==> config.mk <==
export PLATFORM = sky130hd
export DESIGN_NAME = motor_reg_bank
export DESIGN_NICKNAME = d
export VERILOG_FILES = /design/src/rtl/motor_reg_pkg.sv /design/src/rtl/motor_ctrl_reg.sv /design/src/rtl/motor_reg_bank.sv
export SDC_FILE = /design/constraint.sdc
export NUM_CORES = 1
export LEC_CHECK = 0
export ABC_AREA = 1
export ABC_CLOCK_PERIOD_IN_PS = 3960
export CORE_MARGIN = 1
export CORE_UTILIZATION = 45
export DETAILED_ROUTE_END_ITERATION = 10
export HOLD_SLACK_MARGIN = 0.06
export PLACE_DENSITY = 0.76
export SETUP_SLACK_MARGIN = 0.4
export SYNTH_ARGS = -nofsm -noshare
export SYNTH_HDL_FRONTEND = slang
export SYNTH_SLANG_ARGS = --single-unit
==> constraint.sdc <==
create_clock -name clock -period 3.96 [get_ports clock]
set_clock_uncertainty 0.05 [all_clocks]
set_input_delay 0.396 -clock clock [delete_from_list [all_inputs] [get_ports clock]]
set_output_delay 0.396 -clock clock [all_outputs]
set_load 0.01 [all_outputs]
==> src/rtl/motor_reg_pkg.sv <==
// Shared address-map constants, ctrl-register field layout and address helpers
// for the motor register bank.
package motor_reg_pkg;

    localparam int GLOBAL_STATUS = 'h00;
    localparam int BCAST_ALL     = 'h01;
    localparam int BCAST_ROT     = 'h02;
    localparam int BCAST_DRV     = 'h03;
    localparam int DRV_BASE      = 'h04;

    localparam int DRV_STRIDE      = 2;
    localparam int ROT_STRIDE      = 4;
    localparam int ROT_CTRL_OFS    = 0;
    localparam int ROT_STATUS_OFS  = 1;
    localparam int ROT_TARGET_OFS  = 2;
    localparam int ROT_CURRENT_OFS = 3;

    localparam int CTRL_BRAKE    = 7;
    localparam int CTRL_ENABLE   = 6;
    localparam int CTRL_DIR      = 5;
    localparam int CTRL_PWM_MSB  = 4;

    typedef struct packed {
        logic       brake;
        logic       enable;
        logic       direction;
        logic [4:0] pwm;
    } ctrl_t;

    function automatic int rot_base(input int num_drive);
        return DRV_BASE + DRV_STRIDE * num_drive;
    endfunction

    function automatic int servo_base(input int num_drive, input int num_rot);
        return rot_base(num_drive) + ROT_STRIDE * num_rot;
    endfunction

    // Motor index runs over drives first, then rotations.
    function automatic int ctrl_addr(input int idx, input int num_drive);
        if (idx < num_drive)
            return DRV_BASE + DRV_STRIDE * idx;
        return rot_base(num_drive) + ROT_STRIDE * (idx - num_drive) + ROT_CTRL_OFS;
    endfunction

    function automatic int status_addr(input int idx, input int num_drive);
        if (idx < num_drive)
            return DRV_BASE + DRV_STRIDE * idx + 1;
        return rot_base(num_drive) + ROT_STRIDE * (idx - num_drive) + ROT_STATUS_OFS;
    endfunction

endpackage

==> src/rtl/motor_ctrl_reg.sv <==
// One per-motor control register {brake,enable,direction,pwm}: loaded by its own
// address or a matching broadcast, with enable forced low on fault edge or watchdog trip.
module motor_ctrl_reg
    import motor_reg_pkg::*;
(
    input  logic       clock,
    input  logic       reset_n,
    input  logic       write_en,
    input  logic       addr_match,
    input  logic       bcast_match,
    input  logic [7:0] wr_data,
    input  logic       fault_rise,
    input  logic       wdog_clear,
    output logic [7:0] ctrl
);

    logic [7:0] ctrl_reg;
    logic [7:0] ctrl_next;

    always_comb begin
        ctrl_next = ctrl_reg;
        if (write_en && (addr_match || bcast_match))
            ctrl_next = wr_data;
        // Disable wins over a same-cycle write; the other fields still take wr_data.
        if (fault_rise || wdog_clear)
            ctrl_next[CTRL_ENABLE] = 1'b0;
    end

    always_ff @(posedge clock or negedge reset_n) begin
        if (!reset_n)
            ctrl_reg <= 8'h00;
        else
            ctrl_reg <= ctrl_next;
    end

    assign ctrl = ctrl_reg;

endmodule

==> src/rtl/motor_reg_bank.sv <==
// SPI-side register bank for drive/rotation motors and servos with sticky faults,
// auto-disable and registered reads. Optional host watchdog: define MOTOR_REG_WDOG_EN.
module motor_reg_bank
    import motor_reg_pkg::*;
#(
    parameter int         NUM_DRIVE   = 4,
    parameter int         NUM_ROT     = 4,
    parameter int         NUM_SERVO   = 4,
    parameter int         ADDR_W      = 6,
    parameter logic [7:0] SERVO_RST   = 8'h80,
    parameter int         WDOG_CYCLES = 1000000
) (
    input  logic                        clock,
    input  logic                        reset_n,
    input  logic [ADDR_W-1:0]           address,
    input  logic                        write_en,
    input  logic [7:0]                  wr_data,
    input  logic                        read_en,
    output logic [7:0]                  rd_data,
    output logic                        rd_valid,
    input  logic [NUM_DRIVE+NUM_ROT-1:0]     fault,
    input  logic [7*(NUM_DRIVE+NUM_ROT)-1:0] adc_temp,
    input  logic [8*NUM_ROT-1:0]        current_angle,
    output logic [NUM_DRIVE+NUM_ROT-1:0]     brake,
    output logic [NUM_DRIVE+NUM_ROT-1:0]     enable,
    output logic [NUM_DRIVE+NUM_ROT-1:0]     direction,
    output logic [5*(NUM_DRIVE+NUM_ROT)-1:0] pwm,
    output logic [8*NUM_ROT-1:0]        target_angle,
    output logic [8*NUM_SERVO-1:0]      servo_position,
    output logic                        wdog_expired
);

    localparam int NM         = NUM_DRIVE + NUM_ROT;
    localparam int ROT_BASE   = rot_base(NUM_DRIVE);
    localparam int SERVO_BASE = servo_base(NUM_DRIVE, NUM_ROT);
    localparam int MAP_SIZE   = SERVO_BASE + NUM_SERVO;

    if (MAP_SIZE > (1 << ADDR_W)) begin : g_map_too_big
        $error("motor_reg_bank: address map needs %0d entries, ADDR_W too small", MAP_SIZE);
    end
    if (WDOG_CYCLES < 1) begin : g_bad_wdog
        $error("motor_reg_bank: WDOG_CYCLES must be at least 1");
    end

    logic [NM-1:0][7:0]        ctrl_bits;
    logic [NM-1:0][6:0]        temp_reg;
    logic [NM-1:0]             sticky_reg;
    logic [NM-1:0]             fault_reg;
    logic [NUM_ROT-1:0][7:0]   target_reg;
    logic [NUM_ROT-1:0][7:0]   current_reg;
    logic [NUM_SERVO-1:0][7:0] servo_reg;
    logic [7:0]                read_value;
    logic                      wdog_clear;
    logic                      is_bcast_all;
    logic                      is_bcast_rot;
    logic                      is_bcast_drv;

    assign is_bcast_all = (address == ADDR_W'(BCAST_ALL));
    assign is_bcast_rot = (address == ADDR_W'(BCAST_ROT));
    assign is_bcast_drv = (address == ADDR_W'(BCAST_DRV));

    genvar gi;

    for (gi = 0; gi < NM; gi++) begin : g_motor
        logic  addr_match;
        logic  bcast_match;
        logic  status_read;
        ctrl_t fields;

        assign addr_match  = (address == ADDR_W'(ctrl_addr(gi, NUM_DRIVE)));
        assign status_read = read_en && (address == ADDR_W'(status_addr(gi, NUM_DRIVE)));

        if (gi < NUM_DRIVE) begin : g_drv
            assign bcast_match = is_bcast_all || is_bcast_drv;
        end else begin : g_rot
            assign bcast_match = is_bcast_all || is_bcast_rot;
        end

        motor_ctrl_reg u_ctrl (
            .clock       (clock),
            .reset_n     (reset_n),
            .write_en    (write_en),
            .addr_match  (addr_match),
            .bcast_match (bcast_match),
            .wr_data     (wr_data),
            .fault_rise  (fault[gi] && !fault_reg[gi]),
            .wdog_clear  (wdog_clear),
            .ctrl        (ctrl_bits[gi])
        );

        // A live fault keeps the sticky bit set even during a clearing read.
        always_ff @(posedge clock or negedge reset_n) begin
            if (!reset_n) begin
                fault_reg[gi]  <= 1'b0;
                sticky_reg[gi] <= 1'b0;
                temp_reg[gi]   <= 7'h00;
            end else begin
                fault_reg[gi] <= fault[gi];
                temp_reg[gi]  <= adc_temp[7*gi +: 7];
                if (fault[gi])
                    sticky_reg[gi] <= 1'b1;
                else if (status_read)
                    sticky_reg[gi] <= 1'b0;
            end
        end

        assign fields          = ctrl_t'(ctrl_bits[gi]);
        assign brake[gi]       = fields.brake;
        assign enable[gi]      = fields.enable;
        assign direction[gi]   = fields.direction;
        assign pwm[5*gi +: 5]  = fields.pwm;
    end

    for (gi = 0; gi < NUM_ROT; gi++) begin : g_rot_angle
        always_ff @(posedge clock or negedge reset_n) begin
            if (!reset_n) begin
                target_reg[gi]  <= 8'h00;
                current_reg[gi] <= 8'h00;
            end else begin
                current_reg[gi] <= current_angle[8*gi +: 8];
                if (write_en && address == ADDR_W'(ROT_BASE + ROT_STRIDE*gi + ROT_TARGET_OFS))
                    target_reg[gi] <= wr_data;
            end
        end
        assign target_angle[8*gi +: 8] = target_reg[gi];
    end

    for (gi = 0; gi < NUM_SERVO; gi++) begin : g_servo
        always_ff @(posedge clock or negedge reset_n) begin
            if (!reset_n)
                servo_reg[gi] <= SERVO_RST;
            else if (write_en && address == ADDR_W'(SERVO_BASE + gi))
                servo_reg[gi] <= wr_data;
        end
        assign servo_position[8*gi +: 8] = servo_reg[gi];
    end

    always_comb begin
        read_value = 8'h00;
        if (address == ADDR_W'(GLOBAL_STATUS))
            read_value = {wdog_expired, |sticky_reg, 6'b0};
        for (int i = 0; i < NM; i++) begin
            if (address == ADDR_W'(ctrl_addr(i, NUM_DRIVE)))
                read_value = ctrl_bits[i];
            if (address == ADDR_W'(status_addr(i, NUM_DRIVE)))
                read_value = {sticky_reg[i], temp_reg[i]};
        end
        for (int i = 0; i < NUM_ROT; i++) begin
            if (address == ADDR_W'(ROT_BASE + ROT_STRIDE*i + ROT_TARGET_OFS))
                read_value = target_reg[i];
            if (address == ADDR_W'(ROT_BASE + ROT_STRIDE*i + ROT_CURRENT_OFS))
                read_value = current_reg[i];
        end
        for (int i = 0; i < NUM_SERVO; i++) begin
            if (address == ADDR_W'(SERVO_BASE + i))
                read_value = servo_reg[i];
        end
    end

    // Sampling before the same-edge update gives pre-write data on read+write.
    always_ff @(posedge clock or negedge reset_n) begin
        if (!reset_n) begin
            rd_data  <= 8'h00;
            rd_valid <= 1'b0;
        end else begin
            rd_valid <= read_en;
            if (read_en)
                rd_data <= read_value;
        end
    end

`ifdef MOTOR_REG_WDOG_EN
    localparam int WDOG_W = $clog2(WDOG_CYCLES + 1);

    logic [WDOG_W-1:0] wdog_cnt_reg;
    logic              wdog_expired_reg;

    // Trip exactly on the 1->0 step; the counter then parks at 0 until a write.
    assign wdog_clear = !write_en && (wdog_cnt_reg == WDOG_W'(1));

    always_ff @(posedge clock or negedge reset_n) begin
        if (!reset_n) begin
            wdog_cnt_reg     <= WDOG_W'(WDOG_CYCLES);
            wdog_expired_reg <= 1'b0;
        end else if (write_en) begin
            wdog_cnt_reg     <= WDOG_W'(WDOG_CYCLES);
            wdog_expired_reg <= 1'b0;
        end else if (wdog_cnt_reg != '0) begin
            wdog_cnt_reg <= wdog_cnt_reg - WDOG_W'(1);
            if (wdog_clear)
                wdog_expired_reg <= 1'b1;
        end
    end

    assign wdog_expired = wdog_expired_reg;
`else
    assign wdog_clear   = 1'b0;
    assign wdog_expired = 1'b0;
`endif

endmodule

== After elaboration in Yosys (flattened, before gate mapping) ==
Cells that the tools add are included.
Widths: inputs -> output; s select.
Word-level totals
  logic and storage cells: 214
  bits in registers: 241
  output and inout port bits: 138
Operators by class
  reductions and logical operators: 68
  equality and inequality tests: 31
  mux-type cells: 61
Operator list (count)
  $mux 8: 28
  $eq 6x5->1 const B: 16
  $mux 7: 9
  $eq 6x4->1 const B: 8
  $logic_and 1x1->1: 32
  $reduce_bool 2->1: 16
  $eq 6x3->1 const B: 4
  $mux 1: 24
  $eq 6x2->1 const B: 2
  $logic_or 1x1->1: 10
  $logic_not 1->1: 8
  $reduce_or 8->1: 1
  $eq 6x1->1 const B: 1
  $logic_not 6->1: 1

== Longest topological paths before layout ==
  depth in word-level cells: 30
  mapped depth: 22

== Modules after synthesis ==
From an unflattened synthesis, not the netlist that was laid out.
Unflattened totals
  cells, all modules: 1216
  area, all modules: 10403.7 sq um
By module, submodules not included
  motor_reg_bank: instances 1, area each 7591.0 sq um, cells an instance 912, sequential area each 4434.3 sq um
  motor_ctrl_reg: instances 8, area each 351.6 sq um, cells an instance 38, sequential area each 200.2 sq um

== Least setup slack after synthesis ==
No wires, ideal clock.
  kind: input-to-reg
  from: input port address[5]
  to: register rd_data[6]
  library setup time: 0.113 ns
  required time: 3.797 ns
  setup slack: 1.836 ns
  data arrival time: 1.961 ns
  stages: 20
  path through: nor2_4 -> inv_2 -> buf_6 -> nor2_4 -> inv_2 -> or2_0 -> nand2_1 -> nand3_1 -> nand2_1 -> nand4_1 -> nand2_1 -> nand4_1 -> nand2_1 -> nand3_1 -> nand2_1 -> nand4_1 -> nand2_1 -> nand4_1 -> nand2_1 -> inv_1
Between the ends
  word-level cells in the longest chain between the ends: 30
  elaborated cells on any way between the ends: 58
RTL lines
  from (decl): line motor_reg_bank.sv:15  | input logic [ADDR_W-1:0] address,
  $logic_not 6->1: line motor_reg_bank.sv:140  | if (address == ADDR_W'(GLOBAL_STATUS))
  $mux 7: line motor_reg_bank.sv:140
  $mux 8: line motor_reg_bank.sv:143  | if (address == ADDR_W'(ctrl_addr(i, NUM_DRIVE)))
  $mux 8: line motor_reg_bank.sv:145  | if (address == ADDR_W'(status_addr(i, NUM_DRIVE)))
  $mux 8: line motor_reg_bank.sv:143
  $mux 8: line motor_reg_bank.sv:145
  $mux 8: line motor_reg_bank.sv:143
  $mux 8: line motor_reg_bank.sv:145
  (+12 left out)
  $mux 8: line motor_reg_bank.sv:149  | if (address == ADDR_W'(ROT_BASE + ROT_STRIDE*i + ROT_TARGET_OFS))
  $mux 8: line motor_reg_bank.sv:151  | if (address == ADDR_W'(ROT_BASE + ROT_STRIDE*i + ROT_CURRENT_OFS))
  $mux 8: line motor_reg_bank.sv:149
  $mux 8: line motor_reg_bank.sv:151
  $mux 8: line motor_reg_bank.sv:149
  $mux 8: line motor_reg_bank.sv:151
  $mux 8 (3 in series): line motor_reg_bank.sv:155  | if (address == ADDR_W'(SERVO_BASE + i))
  $mux 8 *: line motor_reg_bank.sv:155
  to (signal assigned): line motor_reg_bank.sv:168  | rd_data <= read_value;
  to (decl): line motor_reg_bank.sv:19  | output logic [7:0] rd_data,
Mark *: on every way between the ends. The rest lies on a longest branch, timed or not.
A chain may end at the register's enable or synchronous reset.

== Worst setup path after layout ==
  from: input port address[0]
  to: register rd_data[4]
Between the ends
  word-level cells in the longest chain between the ends: 29
  elaborated cells on any way between the ends: 56
RTL lines (line)
  $eq 6x3->1: motor_reg_bank.sv:143
  $mux 8: motor_reg_bank.sv:143
  $mux 8: motor_reg_bank.sv:145
  $mux 8: motor_reg_bank.sv:143
  $mux 8: motor_reg_bank.sv:145
  $mux 8: motor_reg_bank.sv:143
  $mux 8: motor_reg_bank.sv:145
  $mux 8: motor_reg_bank.sv:143
  (+11 left out)
  $mux 8: motor_reg_bank.sv:149
  $mux 8: motor_reg_bank.sv:151
  $mux 8: motor_reg_bank.sv:149
  $mux 8: motor_reg_bank.sv:151
  $mux 8: motor_reg_bank.sv:149
  $mux 8: motor_reg_bank.sv:151
  $mux 8 (3 in series): motor_reg_bank.sv:155
  $mux 8 *: motor_reg_bank.sv:155
Marked as above.

==> results_dict.tcl <==
set metrics [dict create \
    largest_register_ffs 64 \
    seqPwrFrac_pct 47.4 \
    netlist.top_cell.by_area "dfrtp_1" \
    nNetsFinal 1500 \
    grt_setup_unrepaired "false" \
    cts.sinks 241 \
    yosys.cell_types.count 29 \
    synth_top_flop_cell "dfrtp_1" \
    fillers 1848 \
    netlist_area_um2 9970 \
    clock.fmax_mhz 331 \
    grt-ovfl-total 0 \
    start_kind "primary input" \
    cts_root_buffer "clkbuf_16" \
    drv_cap 0 \
    dp_hpwl_mm 22.9 \
    grt_max_degree 106 \
    status "finished clean" \
    critPathMaxFanout 7 \
    coreArea_um2 21800 \
    switching_power_mw 1.76 \
    grt_use_total_pct 28.7 \
    power.share.combinational_pct 17.8 \
    hold_viol 0 \
    syn_area_per_cell_um2 8.82 \
    ys_ff_latch 241 \
    max_slew_margin_pct 26.8 \
    met3_length_mm 2.88 \
    clockPowerShare_pct 34.8 \
    wl_mm 32.0 \
    crit_type "primary input to flop" \
    met1_length_mm 13.3 \
    yosysMostFrequentCell "nand2_1" \
    vias 8924 \
    io_pins 252 \
    syn_inst 1131 \
    p_per_area_nw_per_um2 474 \
    fin_cells 1687 \
    swShare_pct 27.4 \
    die_y_um 151 \
    clock_tree.buffer_depth 3 \
    cts_buffers 25 \
    ys_warn_count 0 \
    synth_fp_nets 1245 \
    grt_pass1_vias 8564 \
    clk_latency_ps 520 \
    wl_per_cell_um 19.0 \
    dieArea_um2 22800 \
    drt_first_iter_violations 764 \
    p_int_mw 4.66 \
    viasPerCell 5.29 \
    cts.clk_slew.worst_paths_ps 60 \
    cts_tree "built" \
    reg2reg_slack_ps 1470 \
    final_layout_size_suffix_gt1_share_pct 7.26 \
    drt-pass1-iter-count 7 \
    area_delta_synth_final_pct 35.9 \
    synthTopCellsByArea "dfrtp_1, nand2_1, o21ai_0" \
    start_util_pct 45.8 \
    core.rowCount 54 \
    p_leak_nw 6.08 \
    highest_layer "met5" \
    fin_crit_ps 3030 \
    setup_viol 0 \
    ant_nets 0 \
    htree_levels 1 \
    multiInputGateArea_um2 3370 \
    peakVddDrop_mv 0.318 \
    synth_commonest_cells "nand2_1, dfrtp_1, o21ai_0" \
    die_w_um 151 \
    grt_pass1_wl_mm 48.4 \
    finalCritPeriodShare_pct 76.4 \
    synth_edf_count 0 \
    seq_area_um2 6040 \
    post_cts_buffers 0 \
    async_flop_share_pct 100 \
    port_buffers 250 \
    synthDominantCellAreaShare_pct 59.5 \
    antenna_found_initial 4 \
    hp-class "primary input to flop" \
    wl_met2_mm 14.7 \
    cp-end-kind "flop" \
    drc 0 \
    cts-resized-gates 0 \
    setup_tns_ps 0 \
    required_ps 4320 \
    place.gp.congestion 0.950 \
    arrival_ps 3390 \
    seq_area_frac_synth_pct 60.5 \
    dp.cells 1638 \
    tightest_slew_ps 1090 \
    maxSlewViolCount 0 \
]
==> cells in the final DEF (no fill, tap or decap), drive strengths merged, types with 3 or more instances in the layout <==
cell             n
diode            3
nor3             3
nor2            74
clkdlybuf4s50  249
dfrtp          237
dfstp            4
nand4           43
nand3           20
o22ai            8
inv            106
clkinv           9
buf             11
a21oi           36
o21ai          149
or2             25
nand2          389
clkbuf          35
==> worst paths after layout <==
| path | start | to | depth (start not counted) |
|---|---|---|---|
| setup / recovery | address[0] | rd_data[4] | 20 |
| hold / removal | adc_temp[51] | temp_reg[51] | 1 |
| setup reg to reg | sticky_reg[6] | rd_data[6] | 22 |
| hold reg to reg | servo_position[7] | servo_position[7] | 2 |
| max in group asynchronous | reset_n | servo_position[23] | 3 |
| min in group asynchronous | reset_n | g_motor[5].u_ctrl.ctrl[5] | 2 |
==> routing by layer <==
metal	global-route usage, %	up-vias
li1	-	4126
met1	40.2	4234
met2	44.0	481
met3	5.78	81
met4	10.9	2
met5	0	-
==> layout make-up <==
cell class	count	share of cell area (%)
Inverter	108	2.99
Tap cell	280	2.58
Clock inverter	10	0.619
Multi-Input combinational cell	749	24.9
Antenna cell	3	0.0554
Clock buffer	35	5.11
Timing Repair Buffer	261	19.2
Sequential cell	241	44.5
==> power groups by stage <==
stage | Sequential [mW] | Clock (mW) | Combinational, mW
after global placement | 3.08 | 0 | 1.11
final | 3.04 | 2.24 | 1.14
after global routing | 3.07 | 2.37 | 1.25
after detailed placement | 3.07 | 0 | 1.14
after floorplan | 3.08 | 0 | 0.276
after CTS | 3.03 | 2.27 | 1.15
==> critical path, cell delays in order <==
cell and delay, ps:
clkdlybuf4s50_1 610, nor2_1 150, nand2_1 210, nor2_2 120, nand2_1 90, nand3_1 80, nor2_1 150, nand4_1 150
nor2_1 180, nand4_1 140, o21ai_0 120, nand4_1 110, nor2_1 190, nand4_1 140, nand2_1 110, nand4_1 100
nand2_1 130, nand4_1 110, nand2_1 70, nand2_1 50
==> kinds of logic after synthesis <==
| kind of cell | Yosys count | share of synthesized area, % |
|---|---|---|
| other cells | 1 | 0.0376 |
| flops | 241 | 60.5 |
| compound gates | 193 | 9.79 |
| simple gates | 555 | 24.0 |
| buf+inv | 141 | 5.65 |
==> stage by stage <==
step | hold slack (ps) | setup WS [ps] | power [mW] | cell area (um2) | util, %
2_1_floorplan | 50.4 | 1840 | 3.36 | 9970 | -
3_3_place_gp | 429 | 571 | 4.19 | 12800 | 58.6
3_5_place_dp | 440 | 495 | 4.21 | 12800 | 58.6
4_1_cts | 244 | 1010 | 6.45 | 13500 | 62.3
5_1_grt | 249 | 676 | 6.69 | 13600 | 62.3
6_report | 259 | 935 | 6.42 | 13600 | 62.3
==> timing repair <==
| item | in CTS | in global routing |
|---|---|---|
| setup endpoints to repair | 0 | 0 |
| hold buffers | 1 | 0 |
| endpoints found under the hold margin | 102 | 0 |
(Power assumes the default switching activity.)
